File: config.mk
export PLATFORM = sky130hd
export DESIGN_NAME = pc_redirect_ctrl
export DESIGN_NICKNAME = d
export VERILOG_FILES = /design/src/rtl/pc_redirect_ctrl_pkg.sv /design/src/rtl/prio_enc_onehot.sv /design/src/rtl/pc_redirect_ctrl.sv
export SDC_FILE = /design/constraint.sdc
export NUM_CORES = 1
export LEC_CHECK = 0
export ABC_AREA = 0
export BUFFER_PORTS_ARGS = -buffer_cell sky130_fd_sc_hd__buf_2
export CAP_MARGIN = 40
export CORE_AREA = 2 2 159 161
export DETAILED_ROUTE_END_ITERATION = 10
export DIE_AREA = 0 0 161 163
export GPL_ROUTABILITY_DRIVEN = 0
export SLEW_MARGIN = 20
export SYNTH_ARGS = -nofsm -noshare
export SYNTH_HDL_FRONTEND = slang
export SYNTH_SLANG_ARGS = --single-unit
File: constraint.sdc
create_clock -name clk -period 3 [get_ports clk]
set_clock_uncertainty 0.1 [all_clocks]
set_input_delay 0.6 -clock clk [delete_from_list [all_inputs] [get_ports clk]]
set_output_delay 0.6 -clock clk [all_outputs]
set_load 0.05 [all_outputs]
File: src/rtl/pc_redirect_ctrl_pkg.sv
// Shared types and constants for the PC redirect controller.
// Holds default widths, FSM state encoding and well-known source indices.
package pc_redirect_ctrl_pkg;

  localparam int unsigned PcWidthDflt = 32;
  localparam int unsigned DWidthDflt  = 32;

  typedef enum logic [1:0] {
    StIdle  = 2'd0,
    StHold  = 2'd1,
    StFlush = 2'd2
  } rdr_state_e;

  // Conventional source slots; index 0 is the oldest stage and wins ties.
  localparam int unsigned SrcExc = 0;
  localparam int unsigned SrcBr  = 1;
  localparam int unsigned SrcJmp = 2;

  // Width of a binary index over n entries, never zero.
  function automatic int unsigned idx_width(int unsigned n);
    return (n > 1) ? $clog2(n) : 1;
  endfunction

endpackage

File: src/rtl/prio_enc_onehot.sv
// Lowest-index-wins priority encoder: one-hot grant, binary index and any flag.
module prio_enc_onehot
  import pc_redirect_ctrl_pkg::*;
#(
  parameter int unsigned NUM_SRC = 4,
  localparam int unsigned IdxW   = idx_width(NUM_SRC)
) (
  input  logic [NUM_SRC-1:0] req,
  output logic [NUM_SRC-1:0] gnt,
  output logic [IdxW-1:0]    idx,
  output logic               any
);

  // Scan from the top so the lowest requesting index is the last write.
  always_comb begin
    gnt = '0;
    idx = '0;
    any = 1'b0;
    for (int i = NUM_SRC - 1; i >= 0; i--) begin
      if (req[i]) begin
        gnt    = '0;
        gnt[i] = 1'b1;
        idx    = IdxW'(i);
        any    = 1'b1;
      end
    end
  end

endmodule

File: src/rtl/pc_redirect_ctrl.sv
// PC redirect controller: fixed-priority arbitration of redirect sources, a
// registered redirect held under a valid/ready handshake with fetch, and a
// timed IF/ID flush window afterwards.
// Optional build macro PC_REDIRECT_PERF_CNT_EN adds handshake/preempt counters.
module pc_redirect_ctrl
  import pc_redirect_ctrl_pkg::*;
#(
  parameter int unsigned NUM_SRC      = 4,
  parameter int unsigned PC_WIDTH     = PcWidthDflt,
  parameter int unsigned DWIDTH       = DWidthDflt,
  parameter int unsigned FLUSH_CYCLES = 1
) (
  input  logic                        clk,
  input  logic                        rst,
  input  logic [NUM_SRC-1:0]          src_valid,
  input  logic [NUM_SRC*PC_WIDTH-1:0] src_pc,
  input  logic [NUM_SRC-1:0]          src_link_en,
  input  logic [NUM_SRC*DWIDTH-1:0]   src_link,
  output logic [NUM_SRC-1:0]          src_ready,
  input  logic                        stall_in,
  output logic                        redir_valid,
  output logic [PC_WIDTH-1:0]         redir_pc,
  input  logic                        redir_ready,
  output logic                        link_valid,
  output logic [DWIDTH-1:0]           link_value,
  output logic                        flush_if,
  output logic                        flush_id,
  output logic                        busy,
  output logic [31:0]                 perf_redirects,
  output logic [31:0]                 perf_preempts
);

  localparam int unsigned IdxW = idx_width(NUM_SRC);

  rdr_state_e          state_q, state_d;
  logic [PC_WIDTH-1:0] pc_q, pc_d;
  logic [DWIDTH-1:0]   link_q, link_d;
  logic                link_en_q, link_en_d;
  logic [IdxW-1:0]     idx_q, idx_d;
  logic [2:0]          cnt_q, cnt_d;

  logic [NUM_SRC-1:0]  win_gnt;
  logic [IdxW-1:0]     win_idx;
  logic                win_any;
  logic                handshake;
  logic                hold_preempt;

  // Same encoder serves the IDLE capture and the HOLD preempt compare.
  prio_enc_onehot #(
    .NUM_SRC(NUM_SRC)
  ) u_prio (
    .req(src_valid),
    .gnt(win_gnt),
    .idx(win_idx),
    .any(win_any)
  );

  assign redir_valid  = (state_q == StHold);
  assign redir_pc     = pc_q;
  assign link_value   = link_q;
  assign busy         = (state_q != StIdle);
  assign handshake    = redir_valid && redir_ready;
  // Handshake beats a same-cycle preempt: the old target is delivered.
  assign hold_preempt = redir_valid && !redir_ready && win_any && (win_idx < idx_q);

  // Next-state, capture and combinational acknowledge/flush outputs.
  always_comb begin
    state_d    = state_q;
    pc_d       = pc_q;
    link_d     = link_q;
    link_en_d  = link_en_q;
    idx_d      = idx_q;
    cnt_d      = cnt_q;
    src_ready  = '0;
    link_valid = 1'b0;
    flush_if   = 1'b0;
    flush_id   = 1'b0;

    unique case (state_q)
      StIdle: begin
        if (win_any && !stall_in) begin
          pc_d      = src_pc[win_idx*PC_WIDTH +: PC_WIDTH];
          link_d    = src_link[win_idx*DWIDTH +: DWIDTH];
          link_en_d = src_link_en[win_idx];
          idx_d     = win_idx;
          src_ready = win_gnt;
          state_d   = StHold;
        end
      end
      StHold: begin
        if (handshake) begin
          flush_if   = 1'b1;
          flush_id   = 1'b1;
          link_valid = link_en_q;
          cnt_d      = 3'(FLUSH_CYCLES);
          state_d    = (FLUSH_CYCLES == 0) ? StIdle : StFlush;
        end else if (hold_preempt) begin
          // Preemption ignores stall_in: an older redirect must not wait.
          pc_d      = src_pc[win_idx*PC_WIDTH +: PC_WIDTH];
          link_d    = src_link[win_idx*DWIDTH +: DWIDTH];
          link_en_d = src_link_en[win_idx];
          idx_d     = win_idx;
          src_ready = win_gnt;
        end
      end
      StFlush: begin
        flush_if  = 1'b1;
        flush_id  = 1'b1;
        // Wrong-path squash: acknowledge and drop every request.
        src_ready = src_valid;
        cnt_d     = cnt_q - 3'd1;
        if (cnt_q <= 3'd1) begin
          state_d = StIdle;
        end
      end
      default: begin
        state_d = StIdle;
      end
    endcase
  end

  // State and captured redirect registers.
  always_ff @(posedge clk or posedge rst) begin
    if (rst) begin
      state_q   <= StIdle;
      pc_q      <= '0;
      link_q    <= '0;
      link_en_q <= 1'b0;
      idx_q     <= '0;
      cnt_q     <= '0;
    end else begin
      state_q   <= state_d;
      pc_q      <= pc_d;
      link_q    <= link_d;
      link_en_q <= link_en_d;
      idx_q     <= idx_d;
      cnt_q     <= cnt_d;
    end
  end

`ifdef PC_REDIRECT_PERF_CNT_EN
  logic [31:0] perf_red_q, perf_pre_q;

  // Free-running wrap-around event counters.
  always_ff @(posedge clk or posedge rst) begin
    if (rst) begin
      perf_red_q <= '0;
      perf_pre_q <= '0;
    end else begin
      if (handshake) begin
        perf_red_q <= perf_red_q + 32'd1;
      end
      if (hold_preempt) begin
        perf_pre_q <= perf_pre_q + 32'd1;
      end
    end
  end

  assign perf_redirects = perf_red_q;
  assign perf_preempts  = perf_pre_q;
`else
  assign perf_redirects = '0;
  assign perf_preempts  = '0;
`endif

endmodule
==> key figures <==
STA
  • Worst-margin pin slew: 0.6542 ns
  • Final Setup Violations: 0
  • Pins over their slew limit: 0
  • Max Clk Rate: 352.8 MHz
  • Post-route minimum period: 2.835 ns
  • Final Hold Fails: 0
  • Final WS setup: 0.1652 ns
  • Worst hold slack: 0.2010 ns
  • Period utilization: 94.49%
  • Rel. slew slack: 56.39%

Synthesis
  • Largest cells by area after synthesis: dfrtp_1, a21oi_1, o221ai_1
  • Seq/Total Area, Yosys: 34.26%
  • Mean Syn Cell Area: 9.083 sq um
  • Most frequent cell after synthesis: a21oi_1
  • Yosys top cell area share: 34.26%
  • Ys flop type: dfrtp_1
  • Leading area contributor after synthesis: dfrtp_1
  • Seq cells post-synth: 72
  • Synthesized cell area: 5259 sq um
  • Synth Warn #: 0
  • Cells after synthesis: 579
  • Cell variety after synth: 34
  • Post-synth EDFFs: 0
  • Post-synth top cells: a21oi_1, dfrtp_1, nor2_1
  • Async SR Flop Fraction: 100.0%

Setup path
  • Maximum fanout along the worst path: 4
  • Element type at the critical path end: output pin
  • Type of origin of the critical path: flop
  • Crit-path leading delay family: compound AO/OA/AOI/OAI gates
  • CP required: 2.30 ns
  • Critical path's slowest cell: dfrtp_1
  • Crit path buffers/inverters: 2
  • Worst path max stage delay: 0.41 ns
  • Worst path arrival time: 2.13 ns
  • Cell Chain, Critical Path: inv_2, ha_1, nand2b_1, a211oi_2, o2bb2ai_4, a31oi_1, nor3b_4, buf_6
  • Setup CP Type: reg -> out

Clock tree
  • Clk slew on worst S/H paths: 0.06 ns
  • Clock Tree Buf Depth: 2
  • Cts bufs inserted: 9
  • CTS H-tree depth: 3
  • Clk sinks: 72
  • TritonCTS clock tree: yes
  • # Post-CTS Setup Buffers: 0
  • CTS Root Cell: clkbuf_16
  • Worst skew pair latency: 0.33 ns

Floorplan
  • Die width: 161 um
  • Core area: 24,670 sq um
  • Standard-cell rows: 58
  • Ports: 405
  • Die height: 163 um
  • Die area: 26,240 sq um
  • Initial Util: 21.31%

GRT
  • Final global-route overflow total: 0
  • Largest net degree at the start of global routing: 55
  • First-pass GRT wire length: 28,320 um
  • Gr usage total: 13.86%
  • Vias in the first global route: 5,209
  • Number of antenna violations at the first check in global routing: 2

Drt
  • Via count: 5,581
  • Routed Antenna Nets: 0
  • Starting DRT DRC Count: 274
  • Routed WL per cell: 15.77 um
  • DRT Wirelength: 19,380 um
  • Pre-antenna DRT Iters: 4
  • Remaining DRCs: 0
  • Vias per inst: 4.541

Power
  • Net Sw Frac: 48.97%
  • VDD IR max: 0.0005020 V
  • Seq pwr share: 22.5%
  • Comb pwr share: 60.1%
  • Pleak: 3.609 nW
  • Int Pwr: 3.967 mW
  • P per Cell Area: 1034 nW/um^2
  • Psw: 3.807 mW
  • Clock share of power: 17.3%

Final layout
  • Sequential Area: 1802 sq um
  • Fillers: 2,656
  • Layout cells sized above 1: 50.28%
  • Area of the multi-input gates: 3019 sq um
  • Ant diodes: 0
  • Synth-to-Final Area Change: 43.02%
  • # nets final: 1,171

Worst hold path
  • Hold Crit Class: in -> async

Place
  • IO Port Bufs: 340
  • HPWL after detailed placement: 15,050 um
  • Pre-CTS setup slack: 0.1325 ns

Outcome
  • Outcome: finished, final reports clean

Job
  • Max cap viols: 0
==> final timing paths <==
check | start | endpoint | slack [ns] | depth (start not counted)
worst max-delay path | state_q[1] | src_ready[3] | 0.17 | 8
worst min-delay path | rst | redir_pc[12] | 0.20 | 2
worst max register to register | state_q[1] | redir_pc[21] | 0.56 | 8
worst min register to register | redir_pc[5] | redir_pc[5] | 0.39 | 1
max in group asynchronous | rst | state_q[1] | 1.94 | 3
min in group clk | redir_pc[5] | redir_pc[5] | 0.39 | 1
==> worst reg2reg max path: cells and delay by family, from the launching register on <==
kind | cells | cell delay (ns)
DFF | 1 | 0.41
buffers and inverters | 2 | 0.39
and+or+nand+nor | 1 | 0.09
AOI/OAI and AO/OA | 3 | 0.71
muxes | 1 | 0.43
adders and majority gates | 1 | 0.19
==> cells in the final DEF, fill, tap and decap left out, types with 2 or more instances in the layout <==
master,count
nor2_1,70
mux2_1,3
nand3_1,2
conb_1,64
inv_1,6
o21ai_0,6
buf_2,339
buf_12,3
bufinv_16,4
clkbuf_16,9
dfrtp_1,72
nor3_4,3
ha_1,8
buf_4,15
nand2b_1,2
o221ai_1,64
a21oi_1,137
mux2_2,39
nand2_1,3
inv_2,3
or2_1,2
mux2_4,27
==> per-layer routing <==
metal	up-vias	global-route usage [%]	wire length (um)
met3	22	2.903	1255
met4	4	4.180	303
met1	2643	16.66	7880
met2	278	24.85	9923
met5	-	0	21
li1	2634	-	-
==> per-stage QoR <==
stage / instance area (sq um) / instances / setup TNS (ns) / utilization [%] / total power [mW]
after floorplan: 5540 / 642 / -0.06672 / - / 5.418
after global placement: 7128 / 1214 / 0 / 28.89 / 6.385
after detailed placement: 7128 / 1214 / 0 / 28.89 / 6.444
after CTS: 7505 / 1229 / 0 / 30.42 / 7.857
after global routing: 7521 / 1229 / -0.0002227 / 30.48 / 8.167
final: 7521 / 1229 / 0 / 30.48 / 7.774
==> power groups by stage <==
stage | Combinational (mW) | Sequential [mW] | Clock (mW)
after floorplan | 2.12 | 3.30 | 0
after global placement | 4.64 | 1.75 | 0
after detailed placement | 4.68 | 1.77 | 0
after CTS | 4.69 | 1.76 | 1.40
after global routing | 4.90 | 1.82 | 1.44
final | 4.67 | 1.75 | 1.35
==> timing repair <==
action                                  in CTS  in global routing
resized for setup                            2                  3
endpoints found under the setup margin       1                  4
hold buffers                                 0                  0
pin swaps                                    0                  2
==> cells by family after synthesis <==
kind of cell | count (synthesis) | share of synthesized area (%)
AND/OR/NAND/NOR | 86 | 6.614
buffers and inverters | 126 | 14.51
adder cells (fa/ha/maj) | 8 | 1.903
AO/OA/AOI/OAI | 217 | 25.93
multiplexers | 69 | 16.70
flip-flops | 72 | 34.26
other | 1 | 0.07131
==> layout make-up <==
| class | instances | share of cell area [%] |
|---|---|---|
| Clock inverter | 5 | 1.714 |
| Inverter | 10 | 0.5157 |
| Sequential cell | 72 | 23.96 |
| Clock buffer | 10 | 3.178 |
| Tap cell | 330 | 5.490 |
| Timing Repair Buffer | 358 | 25.00 |
| Multi-Input combinational cell | 444 | 40.14 |
==> state kept, by name (all words and copies together) (netlist names) <==
signal,flops
idx_q,2
cnt_q,3
redir_pc,32
state_q,2
link_en_q,1
link_value,32
Power figures use the tool's default switching activity.
